===== config.mk =====
export PLATFORM = sky130hd
export DESIGN_NAME = cla_operand_loader
export DESIGN_NICKNAME = d
export VERILOG_FILES = /design/src/rtl/cla_operand_loader.sv
export SDC_FILE = /design/constraint.sdc
export NUM_CORES = 1
export LEC_CHECK = 0
export ABC_CLOCK_PERIOD_IN_PS = 1700
export CAP_MARGIN = 25
export CELL_PAD_IN_SITES_DETAIL_PLACEMENT = 1
export CELL_PAD_IN_SITES_GLOBAL_PLACEMENT = 1
export CORE_MARGIN = 2
export CORE_UTILIZATION = 43
export CTS_BUF_LIST = sky130_fd_sc_hd__clkbuf_4
export DETAILED_ROUTE_END_ITERATION = 8
export PLACE_DENSITY = 0.74
export SLEW_MARGIN = 20
export SYNTH_ARGS = -nofsm -noshare
export SYNTH_HDL_FRONTEND = slang
export SYNTH_SLANG_ARGS = --single-unit

===== constraint.sdc =====
create_clock -name clk -period 1.7 [get_ports clk]
set_clock_uncertainty 0.15 [all_clocks]
set_input_delay 0.255 -clock clk [delete_from_list [all_inputs] [get_ports clk]]
set_output_delay 0.255 -clock clk [all_outputs]
set_load 0.05 [all_outputs]

===== src/rtl/cla_operand_loader.sv =====
`default_nettype none
// ============================================================================
//  Module   : cla_operand_loader
//  Purpose  : Captures 4-bit operands A/B from slide switches on debounced
//             push-button presses, holds them on the carry-lookahead adder
//             inputs, and registers the adder's 5-bit sum with a valid flag.
//  Revision : 1.0  initial release
// ============================================================================
module cla_operand_loader #(
    parameter int DEBOUNCE_CYCLES = 16
) (
    input  logic       clk,
    input  logic       rst_n,
    input  logic [3:0] sw,
    input  logic       btn_a,
    input  logic       btn_b,
    input  logic       btn_clr,
    input  logic [4:0] sum_in,
    output logic [3:0] op_a,
    output logic [3:0] op_b,
    output logic       a_loaded,
    output logic       b_loaded,
    output logic [4:0] result,
    output logic       result_valid
);

    // Counter value on which the next differing cycle toggles the debounced level.
    localparam logic [15:0] c_cnt_last = 16'(DEBOUNCE_CYCLES - 1);

    // Operand-state encoding: bit 1 = A loaded, bit 0 = B loaded.
    typedef enum logic [1:0] {
        EMPTY  = 2'b00,
        HAVE_B = 2'b01,
        HAVE_A = 2'b10,
        READY  = 2'b11
    } state_t;

    logic [3:0] r_sw_s1;
    logic [3:0] r_sw_s2;
    logic [2:0] w_btn_raw;
    logic [2:0] w_press;
    logic       w_press_a;
    logic       w_press_b;
    logic       w_press_clr;
    logic       w_any_load;
    logic [1:0] w_next_flags;
    state_t     r_state;
    logic       r_pending;

    assign w_btn_raw = {btn_clr, btn_b, btn_a};

    // Two-flop synchronizer for the switch bus; the switches are not debounced.
    always_ff @(posedge clk or negedge rst_n) begin
        if (!rst_n) begin
            r_sw_s1 <= 4'd0;
            r_sw_s2 <= 4'd0;
        end else begin
            r_sw_s1 <= sw;
            r_sw_s2 <= r_sw_s1;
        end
    end

    for (genvar i = 0; i < 3; i++) begin : g_btn
        logic        r_s1;
        logic        r_s2;
        logic        r_deb;
        logic [15:0] r_cnt;
        logic        w_hit;

        // The debounced level flips on the cycle the disagreement count completes.
        assign w_hit      = (r_s2 != r_deb) && (r_cnt == c_cnt_last);
        // Only the rising transition of the debounced level is a press.
        assign w_press[i] = w_hit & ~r_deb;

        // Synchronize the raw button, then count consecutive disagreeing cycles.
        always_ff @(posedge clk or negedge rst_n) begin
            if (!rst_n) begin
                r_s1  <= 1'b0;
                r_s2  <= 1'b0;
                r_deb <= 1'b0;
                r_cnt <= 16'd0;
            end else begin
                r_s1 <= w_btn_raw[i];
                r_s2 <= r_s1;
                if (r_s2 == r_deb) begin
                    r_cnt <= 16'd0;
                end else if (w_hit) begin
                    r_deb <= ~r_deb;
                    r_cnt <= 16'd0;
                end else begin
                    r_cnt <= r_cnt + 16'd1;
                end
            end
        end
    end

    assign w_press_a    = w_press[0];
    assign w_press_b    = w_press[1];
    assign w_press_clr  = w_press[2];
    assign w_any_load   = w_press_a | w_press_b;
    assign w_next_flags = {r_state[1] | w_press_a, r_state[0] | w_press_b};

    assign a_loaded = r_state[1];
    assign b_loaded = r_state[0];

    // Operand/state/result register: clear dominates, a load that completes
    // READY arms a capture one edge later so the adder has a cycle to settle.
    always_ff @(posedge clk or negedge rst_n) begin
        if (!rst_n) begin
            op_a         <= 4'd0;
            op_b         <= 4'd0;
            r_state      <= EMPTY;
            result       <= 5'd0;
            result_valid <= 1'b0;
            r_pending    <= 1'b0;
        end else if (w_press_clr) begin
            op_a         <= 4'd0;
            op_b         <= 4'd0;
            r_state      <= EMPTY;
            result       <= 5'd0;
            result_valid <= 1'b0;
            r_pending    <= 1'b0;
        end else begin
            if (w_press_a) begin
                op_a <= r_sw_s2;
            end
            if (w_press_b) begin
                op_b <= r_sw_s2;
            end
            if (w_any_load) begin
                r_state <= state_t'(w_next_flags);
                if (w_next_flags == 2'b11) begin
                    // Any capture still pending refers to stale operands.
                    result_valid <= 1'b0;
                    r_pending    <= 1'b1;
                end
            end else if (r_pending) begin
                result       <= sum_in;
                result_valid <= 1'b1;
                r_pending    <= 1'b0;
            end
        end
    end

endmodule
`default_nettype wire

# Word-level counts from Yosys, hierarchy flattened
# Cells that the tools add are included.
# W data, S select, Z words.
dict set report classes {
  n_addsub 3
  eq_ne 12
  muxes 22
  bitwise 12
  n_reduce_logical 13
}
# op count
set ops {}
lappend ops {{$mux W16} 6}
lappend ops {{$add A16 B1 Y16 const B} 3}
lappend ops {{$eq A16 B4 Y1 const B} 3}
lappend ops {{$mux W4} 4}
lappend ops {{$mux W5} 3}
lappend ops {{$reduce_and A2 Y1} 5}
lappend ops {{$reduce_bool A2 Y1} 4}
lappend ops {{$mux W1} 7}
lappend ops {{$not A1 Y1} 6}
lappend ops {{$mux W2} 2}
lappend ops {{$and A1 B1 Y1} 3}
lappend ops {{$eq A1 B1 Y1} 3}
lappend ops {{$logic_and A1 B1 Y1} 3}
lappend ops {{$ne A1 B1 Y1} 3}
lappend ops {{$ne A3 B2 Y1 const B} 1}
lappend ops {{$or A1 B1 Y1} 3}
lappend ops {{$reduce_bool A3 Y1} 1}
lappend ops {{$eq A2 B2 Y1 const B} 1}
lappend ops {{$ne A2 B2 Y1 const B} 1}
dict set report totals {
  reg_bits 82
  input_bits 14
  output_inout_bits 16
  wordCells 82
}

# Depth between registers and ports, before layout
dict set report logic_depth {
  word_depth 8
  ltp_mapped 6
  depth_no_buf 6
}

# Worst setup path after synthesis
# Ideal clock, no wire load.
dict set report synth_timing {
  path_type {flip-flop to flip-flop}
  start {reg g_btn[2].r_cnt[0]}
  end {reg result[4]}
  setup_ps 120
  t_arrival_ps 1592
  setup_slack_ps -162
  stages_incl_launch_ff 7
  n_path_buf 1
  synth_period_minus_slack_ps 1862
  cell_sequence {dfrtp_1 ha_1 and3_1 nand4_1 nor3b_2 buf_4 nor2_1}
}
dict set report synth_between {
  elab_chain_cells 5
  word_cells_on_any_way 7
  cone_classes {eq/ne (2); mux (1); bitwise (1); reduce/logical (3)}
}
# item line
set synth_lines {}
lappend synth_lines {{start, declared} 67} ;# logic [15:0] r_cnt;
lappend synth_lines {{start signal, assigned} 91} ;# r_cnt <= r_cnt + 16'd1;
lappend synth_lines {{$eq A16 B4 Y1 (*)} 71} ;# assign w_hit = (r_s2 != r_deb) && (r_cnt == c_cnt_last);
lappend synth_lines {{$logic_and A1 B1 Y1 (*)} 71}
lappend synth_lines {{$and A1 B1 Y1 (*)} 73} ;# assign w_press[i] = w_hit & ~r_deb;
lappend synth_lines {{$ne A2 B2 Y1 (no line) / $reduce_bool A2 Y1 (equally long branches)} --}
lappend synth_lines {{$reduce_and A2 Y1 (no line)} --}
lappend synth_lines {{end signal, assigned} 138} ;# result <= sum_in;
lappend synth_lines {{end, declared} 23} ;# output logic [4:0] result,
# Mark *: on every way between the ends. The rest lies on a longest branch, timed or not.
# A chain may end at the register's enable or synchronous reset.

# Final worst setup path
dict set report layout_timing {
  start {reg g_btn[0].r_cnt[0]}
  end {reg r_pending}
}
dict set report layout_between {
  elab_chain_cells 6
  word_cells_on_any_way 9
  cone_classes {eq/ne (3); mux (2); bitwise (3); reduce/logical (1)}
}
# item line
set layout_lines {}
lappend layout_lines {{start, declared} 67}
lappend layout_lines {{start signal, assigned} 91}
lappend layout_lines {{$eq A16 B4 Y1 (*)} 71}
lappend layout_lines {{$logic_and A1 B1 Y1 (*)} 71}
lappend layout_lines {{$and A1 B1 Y1 (*)} 73}
lappend layout_lines {{$or A1 B1 Y1, on equally long branches} {101, 100}}
lappend layout_lines {{$eq A2 B2 Y1 / $mux W1 (equally long branches)} {132, 130}}
lappend layout_lines {{$ne A3 B2 Y1 (no line) / $mux W1 (equally long branches)} --}
lappend layout_lines {{end signal, assigned} 115} ;# r_pending <= 1'b0;
lappend layout_lines {{end signal, assigned} 135} ;# r_pending <= 1'b1;
lappend layout_lines {{end signal, assigned} 140} ;# r_pending <= 1'b0;
lappend layout_lines {{end, declared} 48} ;# logic r_pending;
# Marks and branches as above.

==> run summary <==
## Run status
- finished with violations — outcome
- setup timing — violations in the final reports

## Critical path
- r_pending$_DFFE_PN0P_ — destination of the worst register-to-register timing path
- g_btn[0].r_cnt[0]$_DFF_PN0_ — launching point of the worst reg2reg path
- g_btn[0].r_cnt[0]$_DFF_PN0_ — crit path launch
- 7 — cells on worst reg2reg path
- register — Worst setup EP type
- register — sort of element at the start of the critical path
- 2200 ps — data arrival time of the critical path
- 1910 ps — required arrival time at the worst endpoint
- r_pending$_DFFE_PN0P_ — worst setup path end
- 5 — biggest fanout along the worst timing path
- -300 ps — reg-to-reg setup timing slack
- reg2reg — Worst Setup Path Type

## Cells and area
- 0.406 — share of final-layout standard cells stronger than drive strength 1
- sky130_fd_sc_hd__dfrtp_1 — most common cell after layout, fill and taps aside
- 0.639 — post-layout util
- 0 — Antenna Cells
- 455 — Final Net Count
- sky130_fd_sc_hd__dfrtp_1 (82), sky130_fd_sc_hd__buf_4 (76), sky130_fd_sc_hd__nor2_1 (56) — top library cells by usage in the layout, fill and taps aside
- 44.5% — relative area change from synthesis to final layout

## Pwr
- 0.530 mV — Max VDD drop
- 655 nW/um^2 — power per cell area
- 3.42 mW — total chip power
- 2.37 nW — Leak Pwr

## Routing
- 5.23 — detail-routed via count per cell
- 0 — DRC violations left
- 10.6 mm — final wirelength
- 19.3 um — per-cell routed wire length
- 0 — ANT nets after route
- 2867 — total via count after detailed routing
- 118 — starting DRC count in detailed routing
- 4 — number of optimization iterations in the first detailed-route pass

## Synthesis
- 0.0218 — synthesized-area fraction occupied by ao, oa, aoi and oai cells
- 11.5 um^2 — Avg Cell Area, Syn
- 332 — net count after synthesis
- 3610 um^2 — Post-Syn Area
- 315 — gate count of the mapped netlist
- 0 — count of warnings emitted by yosys
- 0.568 — sequential fraction of the synthesis area
- 0.102 — post-synthesis xor/xnor area fraction
- simple AND/OR/NAND/NOR gates — largest family of logic cells by synthesized area
- 0.238 — post-synthesis simple-gate area fraction
- 82 — Yosys reg bits
- 0.0454 — multiplexer share of the synthesized area
- 0.0104 — post-synthesis share of cell area spent on full adders, half adders and majority gates
- 34 — library cells used by synthesis

## Placement
- 29 — count of input and output buffers
- -236 ps — placement-stage worst setup slack
- 0.776 — last weighted congestion value of the routability-driven placer
- 5.91 mm — total half-perimeter wirelength after legalization and detailed placement

## Floorplan
- 95.7 um — y dimension of the die
- 30 — # IOs
- 9150 um^2 — floorplan die area
- 95.7 um — width of the die
- 8180 um^2 — placeable core area
- 0.442 — initial cell density of the core
- 33 — Placement Rows

## STA
- -295 ps — worst-case setup margin in the final layout
- 63.1 ps — Min Hold Slack
- 518 ps — slew at the pin closest to its max-slew limit
- 0 — count of final max-slew check failures
- 60 — Finish-stage setup viols
- 1.17 — Final Cycle Share
- 2000 ps — final critical path time including I/O delays and setup
- 501 MHz — maximum operating frequency
- 0.654 — headroom to the max-slew limit
- 0 — count of endpoints failing hold in the final timing report
- true — RSZ-0062 raised after global routing

## Clock tree
- 3 — H-tree depth
- 460 ps — clock latency of the later-clocked register in the worst-skew pair
- built — TritonCTS clock tree
- 2 — Longest Clk Path Bufs
- 82 — sink count of the clock tree
- 9 — cts bufs inserted
- sky130_fd_sc_hd__clkbuf_4 — Root Buffer
- 160 ps — post-CTS clock slew at the launch and capture registers of the worst setup and hold paths

## Global route
- 3111 — via count of the first global-routing pass
- 83 — largest net degree at the start of global routing
- 0 — number of antenna violations at the first check in global routing
- 15.1 mm — global-route wire length before repair
- 0.223 — total global-route track usage
- 0 — GRT Residual Overflow

## Min path
- in2reg — worst min path class

## Flow run
- 0 — Max Cap Violations

metrics by stage:
stage	TNS (ps)	cells	area [um^2]
global placement	-1570	509	4590
global route	-13070	548	5220
finish	-8810	548	5220
floorplan	-988	315	3650
detailed placement	-3360	509	4590
CTS	-5870	540	5000
layout make-up:
| cell class | count | area (um^2) |
|---|---|---|
| multi-input combinational | 221 | 1760 |
| inverter | 8 | 30.0 |
| clock inverter | 7 | 60.1 |
| fill | 842 | 2960 |
| clock buffer | 9 | 67.6 |
| sequential | 82 | 2050 |
| tap | 105 | 131 |
| timing repair buffer | 116 | 1120 |
registers in the layout, indices dropped and copies added, names as in the netlist:
register      count
r_state           2
g_btn.r_s1        3
g_btn.r_cnt      48
result_valid      1
g_btn.r_s2        3
g_btn.r_deb       3
r_sw_s2           4
r_pending         1
result            5
r_sw_s1           4
op_b              4
op_a              4
repair_timing:
action                                 in CTS  in global routing
pin swaps                                  27                 15
buffers inserted                           12                 12
hold buffers                                1                  0
gates resized for setup                    31                 38
setup endpoints to repair                  62                 66
cloned                                      2                  0
endpoints found under the hold margin      82                  0
cell usage after synthesis (all sizes together):
library cell,n,area (um^2)
nand4,12,105
buf,3,17.5
o31a,1,8.76
mux2i,13,130
and2,2,12.5
dfrtp,82,2050
or2,2,12.5
mux2,3,33.8
inv,8,30.0
nand3,14,70.1
xnor2,19,166
o22ai,1,6.26
o21ai,3,15.0
o221ai,1,26.3
and4,1,8.76
nor2,67,267
ha,3,37.5
a211oi,1,7.51
nor4,11,159
nor3b,3,27.5
clkbuf,1,3.75
and3,13,82.6
nand2,13,48.8
nor3,6,30.0
or3,4,25.0
nand2b,2,12.5
xor2,23,201
a21oi,3,15.0
worst max-delay path: stages (launching register included):
cell and delay (ps):
sky130_fd_sc_hd__dfrtp_1 420, sky130_fd_sc_hd__ha_2 210, sky130_fd_sc_hd__and3_4 220, sky130_fd_sc_hd__nand4_4 150, sky130_fd_sc_hd__nor2_4 240, sky130_fd_sc_hd__buf_12 160, sky130_fd_sc_hd__o22ai_1 70, sky130_fd_sc_hd__a211oi_1 270
routing by layer:
| layer | share of wire | up-vias | global-route usage |
|---|---|---|---|
| met5 | 0 | - | 0 |
| met4 | 0.023 | 0 | 0.0905 |
| met2 | 0.54 | 53 | 0.399 |
| li1 | - | 1317 | - |
| met1 | 0.41 | 1476 | 0.253 |
| met3 | 0.032 | 21 | 0.0561 |
kinds of logic after synthesis:
logic type | count (synthesis)
xor gates and xnor gates | 42
adders and majority gates | 3
muxes | 16
buffers and inverters | 12
AOI/OAI and AO/OA | 10
DFF | 82
and+or+nand+nor | 150
worst min-delay path by stage:
stage / slack (ps) / cells past startpoint / to / start
3_5_place_dp: 170 / 2 / g_btn[1].r_cnt[7]$_DFF_PN0_ / rst_n
6_report: 60 / 1 / g_btn[2].r_s1$_DFF_PN0_ / btn_clr
3_3_place_gp: 170 / 2 / g_btn[1].r_cnt[10]$_DFF_PN0_ / rst_n
2_1_floorplan: -190 / 0 / g_btn[0].r_cnt[0]$_DFF_PN0_ / rst_n
4_1_cts: 40 / 1 / r_sw_s1[1]$_DFF_PN0_ / sw[1]
5_1_grt: 40 / 1 / r_sw_s1[3]$_DFF_PN0_ / sw[3]
power breakdown:
group	internal, mW	switching, mW
combinational	0.124	0.142
clock	0.325	0.807
sequential	1.99	0.0308
Power figures use the tool's default switching activity.
